`config.mk`:
```
export PLATFORM = sky130hd
export DESIGN_NAME = bank_biu_rd_arb_flat
export DESIGN_NICKNAME = d
export VERILOG_FILES = /design/src/rtl/bank_biu_rd_arb_if.sv /design/src/rtl/bank_biu_rd_arb.sv /design/src/flat_wrapper.sv
export SDC_FILE = /design/constraint.sdc
export NUM_CORES = 1
export LEC_CHECK = 0
export ABC_AREA = 1
export CAP_MARGIN = 5
export CORE_AREA = 4 4 285 287
export CTS_BUF_LIST = sky130_fd_sc_hd__clkbuf_4 sky130_fd_sc_hd__clkbuf_8
export CTS_CLUSTER_SIZE = 28
export DETAILED_ROUTE_END_ITERATION = 8
export DIE_AREA = 0 0 289 291
export PLACE_DENSITY_LB_ADDON = 0.2
export SLEW_MARGIN = 15
export SYNTH_ARGS = -nofsm -noshare
export SYNTH_HDL_FRONTEND = slang
export SYNTH_SLANG_ARGS = --single-unit
```
`constraint.sdc`:
```
create_clock -name clk_i -period 3.55 [get_ports clk_i]
set_input_delay 1.065 -clock clk_i [delete_from_list [all_inputs] [get_ports clk_i]]
set_output_delay 1.065 -clock clk_i [all_outputs]
set_load 0.05 [all_outputs]
```
`src/rtl/bank_biu_rd_arb_if.sv`:
```
// AXI3 read-address and read-data channel bundle between the bank BIU arbiter and the memory side.
// The arbiter is the AXI master.
interface bank_biu_rd_arb_if #(
  parameter int unsigned ID_WIDTH   = 6,
  parameter int unsigned DATA_WIDTH = 256
);
  logic                  arvalid_o;
  logic                  arready_i;
  logic [ID_WIDTH+1:0]   arid_o;
  logic [31:0]           araddr_o;
  logic [2:0]            arsize_o;
  logic [3:0]            arlen_o;
  logic [1:0]            arburst_o;
  logic                  rvalid_i;
  logic [ID_WIDTH+1:0]   rid_i;
  logic [DATA_WIDTH-1:0] rdata_i;
  logic [1:0]            rresp_i;
  logic                  rlast_i;
  logic                  rready_o;

  modport master (
    output arvalid_o, arid_o, araddr_o, arsize_o, arlen_o, arburst_o, rready_o,
    input  arready_i, rvalid_i, rid_i, rdata_i, rresp_i, rlast_i
  );

  modport slave (
    input  arvalid_o, arid_o, araddr_o, arsize_o, arlen_o, arburst_o, rready_o,
    output arready_i, rvalid_i, rid_i, rdata_i, rresp_i, rlast_i
  );
endinterface

```
`src/rtl/bank_biu_rd_arb.sv`:
```
// Round-robin read arbiter: issues line-fill AR requests from 4 bank BIUs and routes R beats back.
// Optional sticky error capture is enabled by defining BANK_BIU_RD_ARB_RESP_ERR_EN.
module bank_biu_rd_arb #(
  parameter int unsigned NUM_REQ         = 4,
  parameter int unsigned ID_WIDTH        = 6,
  parameter int unsigned DATA_WIDTH      = 256,
  parameter int unsigned MAX_OUTSTANDING = 8
) (
  input  logic                          clk_i,
  input  logic                          rst_i,
  input  logic [NUM_REQ-1:0]            req_valid_i,
  output logic [NUM_REQ-1:0]            req_ready_o,
  input  logic [NUM_REQ*27-1:0]         req_addr_i,
  input  logic [NUM_REQ*ID_WIDTH-1:0]   req_id_i,
  bank_biu_rd_arb_if.master             axi,
  output logic [NUM_REQ-1:0]            rsp_valid_o,
  input  logic [NUM_REQ-1:0]            rsp_ready_i,
  output logic [DATA_WIDTH-1:0]         rsp_data_o,
  output logic [ID_WIDTH-1:0]           rsp_id_o,
  output logic [3:0]                    outstanding_o
`ifdef BANK_BIU_RD_ARB_RESP_ERR_EN
  ,
  output logic                          err_o,
  output logic [ID_WIDTH+1:0]           err_id_o
`endif
);

  localparam int unsigned IDX_W = 2;

  typedef enum logic [0:0] {StIdle, StIssue} state_e;

  state_e              r_state;
  logic                r_arvalid;
  logic [ID_WIDTH+1:0] r_arid;
  logic [31:0]         r_araddr;
  logic [IDX_W-1:0]    r_rr_ptr;
  logic [3:0]          r_outstanding;

  logic             w_found;
  logic [IDX_W-1:0] w_idx;
  logic             w_grant;
  logic             w_ar_hs;
  logic             w_r_hs;
  logic             w_inc;
  logic             w_dec;
  logic [IDX_W-1:0] w_rk;

  // Search for the first valid requester starting at the round-robin pointer.
  always_comb begin
    logic [IDX_W-1:0] cand;
    w_found = 1'b0;
    w_idx   = r_rr_ptr;
    cand    = r_rr_ptr;
    for (int i = 0; i < NUM_REQ; i++) begin
      cand = r_rr_ptr + IDX_W'(i);
      if (!w_found && req_valid_i[cand]) begin
        w_found = 1'b1;
        w_idx   = cand;
      end
    end
  end

  assign w_grant = (r_state == StIdle) && (r_outstanding < 4'(MAX_OUTSTANDING)) && w_found;

  always_comb begin
    req_ready_o = '0;
    if (w_grant && !rst_i) begin
      req_ready_o = NUM_REQ'(1) << w_idx;
    end
  end

  assign w_ar_hs = r_arvalid & axi.arready_i;
  assign w_r_hs  = axi.rvalid_i & axi.rready_o;

  always_ff @(posedge clk_i or posedge rst_i) begin
    if (rst_i) begin
      r_state   <= StIdle;
      r_arvalid <= 1'b0;
      r_arid    <= '0;
      r_araddr  <= '0;
      r_rr_ptr  <= '0;
    end else begin
      unique case (r_state)
        StIdle: begin
          if (w_grant) begin
            r_state   <= StIssue;
            r_arvalid <= 1'b1;
            r_arid    <= {w_idx, req_id_i[int'(w_idx)*ID_WIDTH +: ID_WIDTH]};
            r_araddr  <= {req_addr_i[int'(w_idx)*27 +: 27], 5'b0};
          end
        end
        StIssue: begin
          if (axi.arready_i) begin
            r_state   <= StIdle;
            r_arvalid <= 1'b0;
            r_rr_ptr  <= r_arid[ID_WIDTH +: IDX_W] + IDX_W'(1);
          end
        end
        default: begin
          r_state   <= StIdle;
          r_arvalid <= 1'b0;
        end
      endcase
    end
  end

  // Saturating in-flight count; a last beat with nothing outstanding is ignored.
  assign w_inc = w_ar_hs && (r_outstanding < 4'(MAX_OUTSTANDING));
  assign w_dec = w_r_hs && axi.rlast_i && (r_outstanding != 4'd0);

  always_ff @(posedge clk_i or posedge rst_i) begin
    if (rst_i) begin
      r_outstanding <= '0;
    end else if (w_inc && !w_dec) begin
      r_outstanding <= r_outstanding + 4'd1;
    end else if (w_dec && !w_inc) begin
      r_outstanding <= r_outstanding - 4'd1;
    end
  end

  assign outstanding_o  = r_outstanding;
  assign axi.arvalid_o  = r_arvalid;
  assign axi.arid_o     = r_arid;
  assign axi.araddr_o   = r_araddr;
  assign axi.arsize_o   = 3'b101;
  assign axi.arlen_o    = 4'b0000;
  assign axi.arburst_o  = 2'b01;

  assign w_rk = axi.rid_i[ID_WIDTH +: IDX_W];

  always_comb begin
    rsp_valid_o = '0;
    if (axi.rvalid_i) begin
      rsp_valid_o = NUM_REQ'(1) << w_rk;
    end
  end

  assign axi.rready_o = rsp_ready_i[w_rk];
  assign rsp_data_o   = axi.rdata_i;
  assign rsp_id_o     = axi.rid_i[ID_WIDTH-1:0];

`ifdef BANK_BIU_RD_ARB_RESP_ERR_EN
  logic                r_err;
  logic [ID_WIDTH+1:0] r_err_id;

  // Only the first failing response is recorded.
  always_ff @(posedge clk_i or posedge rst_i) begin
    if (rst_i) begin
      r_err    <= 1'b0;
      r_err_id <= '0;
    end else if (w_r_hs && (axi.rresp_i != 2'b00) && !r_err) begin
      r_err    <= 1'b1;
      r_err_id <= axi.rid_i;
    end
  end

  assign err_o    = r_err;
  assign err_id_o = r_err_id;
`else
  logic w_unused_rresp;
  assign w_unused_rresp = ^axi.rresp_i;
`endif

endmodule

```
`src/flat_wrapper.sv`:
```
// flat-port wrapper written by rule: the top's interface ports become plain ports
module bank_biu_rd_arb_flat 
#(
  parameter int unsigned NUM_REQ         = 4,
  parameter int unsigned ID_WIDTH        = 6,
  parameter int unsigned DATA_WIDTH      = 256,
  parameter int unsigned MAX_OUTSTANDING = 8
)
  (clk_i, rst_i, req_valid_i, req_ready_o, req_addr_i, req_id_i, rsp_valid_o, rsp_ready_i, rsp_data_o, rsp_id_o, outstanding_o, axi_arvalid_o, axi_arid_o, axi_araddr_o, axi_arsize_o, axi_arlen_o, axi_arburst_o, axi_rready_o, axi_arready_i, axi_rvalid_i, axi_rid_i, axi_rdata_i, axi_rresp_i, axi_rlast_i);
  bank_biu_rd_arb_if #(.ID_WIDTH(ID_WIDTH), .DATA_WIDTH(DATA_WIDTH)) axi_i ();
  input  logic clk_i;
  input  logic rst_i;
  input  logic [NUM_REQ-1:0] req_valid_i;
  output logic [NUM_REQ-1:0] req_ready_o;
  input  logic [NUM_REQ*27-1:0] req_addr_i;
  input  logic [NUM_REQ*ID_WIDTH-1:0] req_id_i;
  output logic [NUM_REQ-1:0] rsp_valid_o;
  input  logic [NUM_REQ-1:0] rsp_ready_i;
  output logic [DATA_WIDTH-1:0] rsp_data_o;
  output logic [ID_WIDTH-1:0] rsp_id_o;
  output logic [3:0] outstanding_o;
  output wire logic [$bits(axi_i.arvalid_o)-1:0] axi_arvalid_o;
  output wire logic [$bits(axi_i.arid_o)-1:0] axi_arid_o;
  output wire logic [$bits(axi_i.araddr_o)-1:0] axi_araddr_o;
  output wire logic [$bits(axi_i.arsize_o)-1:0] axi_arsize_o;
  output wire logic [$bits(axi_i.arlen_o)-1:0] axi_arlen_o;
  output wire logic [$bits(axi_i.arburst_o)-1:0] axi_arburst_o;
  output wire logic [$bits(axi_i.rready_o)-1:0] axi_rready_o;
  input wire logic [$bits(axi_i.arready_i)-1:0] axi_arready_i;
  input wire logic [$bits(axi_i.rvalid_i)-1:0] axi_rvalid_i;
  input wire logic [$bits(axi_i.rid_i)-1:0] axi_rid_i;
  input wire logic [$bits(axi_i.rdata_i)-1:0] axi_rdata_i;
  input wire logic [$bits(axi_i.rresp_i)-1:0] axi_rresp_i;
  input wire logic [$bits(axi_i.rlast_i)-1:0] axi_rlast_i;
  assign axi_arvalid_o = axi_i.arvalid_o;
  assign axi_arid_o = axi_i.arid_o;
  assign axi_araddr_o = axi_i.araddr_o;
  assign axi_arsize_o = axi_i.arsize_o;
  assign axi_arlen_o = axi_i.arlen_o;
  assign axi_arburst_o = axi_i.arburst_o;
  assign axi_rready_o = axi_i.rready_o;
  assign axi_i.arready_i = axi_arready_i;
  assign axi_i.rvalid_i = axi_rvalid_i;
  assign axi_i.rid_i = axi_rid_i;
  assign axi_i.rdata_i = axi_rdata_i;
  assign axi_i.rresp_i = axi_rresp_i;
  assign axi_i.rlast_i = axi_rlast_i;
  bank_biu_rd_arb #(.NUM_REQ(NUM_REQ), .ID_WIDTH(ID_WIDTH), .DATA_WIDTH(DATA_WIDTH), .MAX_OUTSTANDING(MAX_OUTSTANDING)) u_core (.clk_i(clk_i), .rst_i(rst_i), .req_valid_i(req_valid_i), .req_ready_o(req_ready_o), .req_addr_i(req_addr_i), .req_id_i(req_id_i), .axi(axi_i), .rsp_valid_o(rsp_valid_o), .rsp_ready_i(rsp_ready_i), .rsp_data_o(rsp_data_o), .rsp_id_o(rsp_id_o), .outstanding_o(outstanding_o));
endmodule
```
==> impl_metrics.json, run 1 <==
{
  "hp-class": "reg2reg",
  "fmax_ghz": 0.2883,
  "placed_cell_area_um2": 7107,
  "placementRows": 103,
  "critical_path.startpoint_type": "primary input",
  "post-synth-top-area-cell": "sky130_fd_sc_hd__buf_4",
  "netlist-cell-type-count": 31,
  "postLayoutCoreUtil": 0.09524,
  "powerDensity_nw_per_um2": 1031,
  "cellLeakagePower_nw": 3.245,
  "routedLengthMet1_mm": 11.36,
  "max-cap-violations": 0,
  "synth.yosys.seq_area_share": 0.1875,
  "cts-root-to-sink-buffers": 2,
  "cts_tree": "done",
  "grt_max_degree": 67,
  "io_buffers": 195,
  "num-nets-final": 1236,
  "synth_warnings": 0,
  "drv_slew": 0,
  "maxSlewHeadroom": 0.2795,
  "ioPinCount": 736,
  "chipWidth_um": 289,
  "hold_violations": 0,
  "die-area_um2": 84100,
  "post_synthesis_instance_area_um2": 5739,
  "ys_ff_latch": 43,
  "synth_top_cells_by_count": "sky130_fd_sc_hd__nand2_1 (383), sky130_fd_sc_hd__buf_4 (283), sky130_fd_sc_hd__nand3_1 (71)",
  "worstSetupPathType": "in2out",
  "netlist_instances": 886,
  "grt_usage": 0.06774,
  "firstDrtPassIters": 4,
  "final_area_um2": 7487,
  "dp_hpwl_mm": 22.49,
  "endpoint_kind": "primary output",
  "post_route_cells_drive_above_1_share": 0.1436,
  "met2_length_mm": 12.73,
  "grt_pass1_vias": 5360,
  "cts_htree_levels": 2,
  "met3WireLength_mm": 3.520,
  "grt_antenna_before_repair": 6,
  "core-area_um2": 78610,
  "reg2reg_slack_ns": 0.43,
  "synth_top_cells_by_area": "sky130_fd_sc_hd__buf_4 (37%), sky130_fd_sc_hd__nand2_1 (25%), sky130_fd_sc_hd__dfrtp_1 (19%)",
  "dpl_worst_slack_ns": -0.4274,
  "detail_route.vias_per_cell": 2.650,
  "period_needed_ns": 3.468,
  "timing.final.crit_share": 0.9770,
  "grt.overflow.total": 0,
  "routabilityCongestion": 0.6913,
  "worst_slew_pin_tran_ns": 1.081,
  "dominantRegCellSynth": "sky130_fd_sc_hd__dfrtp_1",
  "start_util": 0.07301,
  "drt-initial-drc-count": 209,
  "ant_nets": 0,
  "fin_total_pwr_w": 0.007721,
  "worst_slack_ns": 0.08161,
  "drc": 0,
  "ctsRootBufferMaster": "sky130_fd_sc_hd__clkbuf_8",
  "route.top_layer_used": "met5",
  "insertion_delay_ns": 0.37,
  "post-place-cells": 1856,
  "finClkSkew_ns": 0.01357,
  "clock_sinks": 43,
  "multi_input_area_um2": 2534,
  "clock_pin_slew_of_the_registers_on_the_worst_case_setup_and_hold_paths_ns": 0.12,
  "detail_route.wl_per_cell_um": 15.56,
  "post_syn_area_per_cell_um2": 6.478,
  "post_synth_edffs": 0,
  "postRouteWirelength_mm": 29.17,
  "chipHeight_um": 291,
  "tritoncts.num_buffers": 5,
  "detailroute.via_count": 4968,
  "crit_fanout": 4,
  "n_fill_cell": 9328,
  "setup_viol": 0,
  "synthToLayoutAreaGrowth_pct": 30.46,
  "timing.critical_path.required_ns": 2.48,
  "vdd_drop_max_uv": 314.7,
  "global_route_wire_length_before_repair_mm": 39.56,
  "cell_with_the_most_instances_after_synthesis": "sky130_fd_sc_hd__nand2_1",
  "arrival_ns": 2.40,
  "regArea_um2": 1079,
  "final_cells": 1875,
  "outcome": "finished clean",
  "synthDominantCellAreaShare": 0.3702,
  "synthArstFlopShare": 1.000
}
-- state kept, by name, indices dropped and copies added, names as in the netlist --
register,flops
u_core.axi.araddr_o,27
u_core.axi.arid_o,8
u_core.axi.arvalid_o,1
u_core.r_state,1
u_core.r_rr_ptr,2
u_core.outstanding_o,4
-- placed cells by master (no fill, tap or decap), drive strengths merged, types with 4 or more instances in the layout --
master / synthesis / final
inv: 17 / 16
nand2: 395 / 395
conb: 2 / 14
o21ai: 7 / 7
clkbuf: 4 / 6
clkdlybuf4s50: 0 / 180
dfrtp: 43 / 43
nor3: 8 / 8
nor2: 5 / 5
nand4: 4 / 4
buf: 308 / 48
nand3: 81 / 81
-- power breakdown --
group | leakage, nW | switching, W | internal (W)
Clock | 0.0612 | 0.000269 | 0.000230
Sequential | 0.534 | 0.000172 | 0.000736
Combinational | 2.65 | 0.00432 | 0.00199
Total | 3.24 | 0.00476 | 0.00296
-- per-stage QoR --
step	hold slack, ns	setup TNS, ns
after floorplan	0.5519	-0.01399
after global placement	0.4629	-6.799
after detailed placement	0.4666	-7.663
after CTS	0.5016	0
after global routing	0.5226	-0.008160
final	0.4927	0
-- layer usage --
layer	vias up	track usage
met5	-	0.005233
met4	8	0.03562
met3	133	0.03696
met2	360	0.1021
met1	2154	0.07613
li1	2313	-
-- cells by family (layout without fill, tap and decap cells) --
group | Yosys count | in the layout | share of synthesized area
other | 2 | 17 | 0.001309
multiplexers | 1 | 1 | 0.001962
flip-flops | 43 | 43 | 0.1875
buffers and inverters | 329 | 253 | 0.4149
AND/OR/NAND/NOR | 494 | 494 | 0.3693
AO/OA/AOI/OAI | 9 | 9 | 0.008938
adder cells (fa/ha/maj) | 4 | 4 | 0.01003
XOR/XNOR | 4 | 4 | 0.006105
-- final timing paths --
kind,from,to,cells after the start
min in group asynchronous,rst_i,u_core.axi.araddr_o[6],3
max in group asynchronous,rst_i,u_core.r_rr_ptr[0],3
worst max register to register,u_core.r_rr_ptr[0],u_core.axi.araddr_o[5],14
worst min-delay path,u_core.axi.araddr_o[15],u_core.axi.araddr_o[15],2
worst min register to register,u_core.axi.araddr_o[15],u_core.axi.araddr_o[15],2
worst max-delay path,req_valid_i[2],req_ready_o[1],11
-- worst max-delay path, stage by stage --
cell and delay (ns):
sky130_fd_sc_hd__buf_8 0.10, sky130_fd_sc_hd__nand2_4 0.09, sky130_fd_sc_hd__nand3_4 0.08, sky130_fd_sc_hd__nand2_4 0.08
sky130_fd_sc_hd__buf_6 0.10, sky130_fd_sc_hd__nand4_4 0.16, sky130_fd_sc_hd__nand2_4 0.13, sky130_fd_sc_hd__nand2_4 0.07
sky130_fd_sc_hd__buf_12 0.13, sky130_fd_sc_hd__nor3_4 0.22, sky130_fd_sc_hd__buf_12 0.17
-- cell type report --
type | count | area share
diodes | 3 | 0.001003
clock buffers | 6 | 0.01103
clock inverters | 2 | 0.004679
inverters | 17 | 0.009693
multi-input cells | 526 | 0.3384
flip-flops and latches | 43 | 0.1441
well taps | 1050 | 0.1755
repair buffers | 228 | 0.3157
-- what timing repair did --
action	CTS	global route
pin swaps	14	20
resized for setup	32	36
endpoints found under the setup margin	4	4
hold buffers	0	0
setup buffers	2	6
Note: power is estimated with default switching activity, not from simulation.
==> run 2: changes to the inputs <==
SLEW_MARGIN = 20   (was 15)
==> results of run 2 <==
No change in the layout: final DEF, timing and power equal those of run 1.
==> run 3: changes to the inputs <==
REMOVE_ABC_BUFFERS = 1   (was not set)
==> run 3 against run 2 <==
Via count rose by 14%. Cell area fell by 1.1%. Clock power rose by 13%. Die area did not move.
==> impl_metrics.json, run 3 (synthesis results as in run 1) <==
{
  "maxSlewHeadroom": 0.3263,
  "ioPinCount": 736,
  "detail_route.wl_per_cell_um": 59.20,
  "grt_max_degree": 67,
  "critical_path.startpoint_type": "primary input",
  "worst-path-buf-inv": 5,
  "layout_commonest_cell": "sky130_fd_sc_hd__nand2_1",
  "global_route_wire_length_before_repair_mm": 122.8,
  "hold_violations": 0,
  "detailroute.via_count": 5681,
  "cts_tree": "done",
  "routabilityCongestion": 1.161,
  "drv_slew": 0,
  "detail_route.vias_per_cell": 3.043,
  "dp_hpwl_mm": 104.1,
  "grt_usage": 0.2535,
  "tritoncts.num_buffers": 5,
  "drt-initial-drc-count": 311,
  "critPathMaxStageDelay_ns": 0.19,
  "grt_pass1_vias": 5351,
  "num-nets-final": 1230,
  "placementRows": 103,
  "crit_fanout": 4,
  "timing.critical_path.required_ns": 2.48,
  "path_delay_family": "simple AND/OR/NAND/NOR gates",
  "rsz0062_at_grt": "yes",
  "max-cap-violations": 0,
  "io_buffers": 195,
  "clock_sinks": 43,
  "cts-root-to-sink-buffers": 2,
  "final_cells": 1867,
  "endpoint_kind": "primary output",
  "start_util": 0.07301,
  "worst_slew_pin_tran_ns": 1.011,
  "outcome": "finished clean",
  "crit_path_frequent_cell": "sky130_fd_sc_hd__nand2_1",
  "insertion_delay_ns": 0.40,
  "drc": 0,
  "cell_chain_of_the_critical_path": "buf_8 > inv_2 > nand2_1 > nand2_1 > nand2_1 > nand2_2 > buf_6 > nand4_4 > nand3_2 > nand2_4 > nor3_4 > buf_6 > buf_12",
  "vdd_drop_max_uv": 718.8,
  "finClkSkew_ns": 0.03597,
  "cellLeakagePower_nw": 3.208,
  "n_fill_cell": 9294,
  "post-place-cells": 1852,
  "hold-worst-slack_ns": 0.4933,
  "core-area_um2": 78610,
  "cts_htree_levels": 2,
  "postRouteWirelength_mm": 110.5,
  "grt.overflow.total": 0,
  "setup_viol": 0,
  "worstSetupPathType": "in2out",
  "period_needed_ns": 3.498,
  "ant_nets": 0,
  "largest_reg_flops": 27,
  "hp-class": "reg2reg",
  "powerDensity_nw_per_um2": 1016,
  "worst_slack_ns": 0.05184,
  "chipWidth_um": 289,
  "timing.final.crit_share": 0.9854,
  "arrival_ns": 2.43,
  "dpl_worst_slack_ns": -0.5323,
  "grt_antenna_before_repair": 3,
  "fmax_ghz": 0.2859,
  "firstDrtPassIters": 4,
  "clock_pin_slew_of_the_registers_on_the_worst_case_setup_and_hold_paths_ns": 0.11,
  "ctsRootBufferMaster": "sky130_fd_sc_hd__clkbuf_8",
  "cp_slowest_cell": "sky130_fd_sc_hd__nor3_4",
  "post_route_cells_drive_above_1_share": 0.1434,
  "synthToLayoutAreaGrowth_pct": 28.99,
  "die-area_um2": 84100,
  "chipHeight_um": 291,
  "commonest_cells_after_routing_fill_and_taps_aside": "sky130_fd_sc_hd__nand2_1 (366), sky130_fd_sc_hd__clkdlybuf4s50_1 (182), sky130_fd_sc_hd__nand3_1 (62), sky130_fd_sc_hd__dfrtp_1 (41), sky130_fd_sc_hd__buf_4 (22)"
}
[run 3: path summary, 6_finish.rpt]
path                            slack [ns]  cells past startpoint                      end                   start
worst max-delay path                  0.05                     13           req_ready_o[2]          req_valid_i[3]
min in group asynchronous             1.33                      3       u_core.r_rr_ptr[0]                   rst_i
worst max register to register        0.45                     16  u_core.axi.araddr_o[30]      u_core.r_rr_ptr[0]
worst min register to register        0.49                      2   u_core.axi.araddr_o[7]  u_core.axi.araddr_o[7]
max in group asynchronous             1.66                      3       u_core.r_rr_ptr[1]                   rst_i
worst min-delay path                  0.49                      2   u_core.axi.araddr_o[7]  u_core.axi.araddr_o[7]
[run 3: final cells by class]
type                       count  area (µm²)  share of cell area
antenna                        1       2.502           0.0003380
clock buffer                   6       76.32             0.01031
clock inverter                 2       60.06            0.008112
inverter                      17       71.32            0.009633
multi-input combinational    526        2529              0.3416
sequential                    43        1079              0.1457
tap                         1050        1314              0.1775
timing repair buffer         222        2272              0.3069
[run 3: metal layers]
metal	global-route usage	up-vias	share of wire
met1	0.08590	2262	0.12
met2	0.4288	1014	0.47
met3	0.4146	88	0.34
met5	0.08721	-	0.0090
met4	0.1023	22	0.057
li1	-	2295	-
[run 3: report_power, final]
part | leakage [nW] | internal [W] | switching (W)
logic | 2.60 | 0.00187 | 0.00417
registers | 0.534 | 0.000736 | 0.000187
clock network | 0.0688 | 0.000290 | 0.000274
[run 3: per-stage QoR]
step	TNS, ns	instance area [µm²]	utilization	total power, W
after global routing	-0.09085	7401	0.09414	0.008211
after global placement	-7.694	6970	0.08867	0.006788
after CTS	0	7237	0.09206	0.007576
after floorplan	-5.248	3470	-	0.004243
final	0	7403	0.09417	0.007524
after detailed placement	-8.043	6970	0.08867	0.006761
[run 3: tightest hold or removal path: stages, from the launching register on]
cell	delay (ns)
sky130_fd_sc_hd__dfrtp_1	0.36
sky130_fd_sc_hd__nand2_1	0.06
sky130_fd_sc_hd__nand2_1	0.05
[run 3: repair_timing]
item                                    4_1_cts  5_1_grt
hold buffers                                  0        0
endpoints found under the setup margin        4        4
gates resized for setup                      51       34
setup buffers                                 1        5
pin swaps                                    14       22
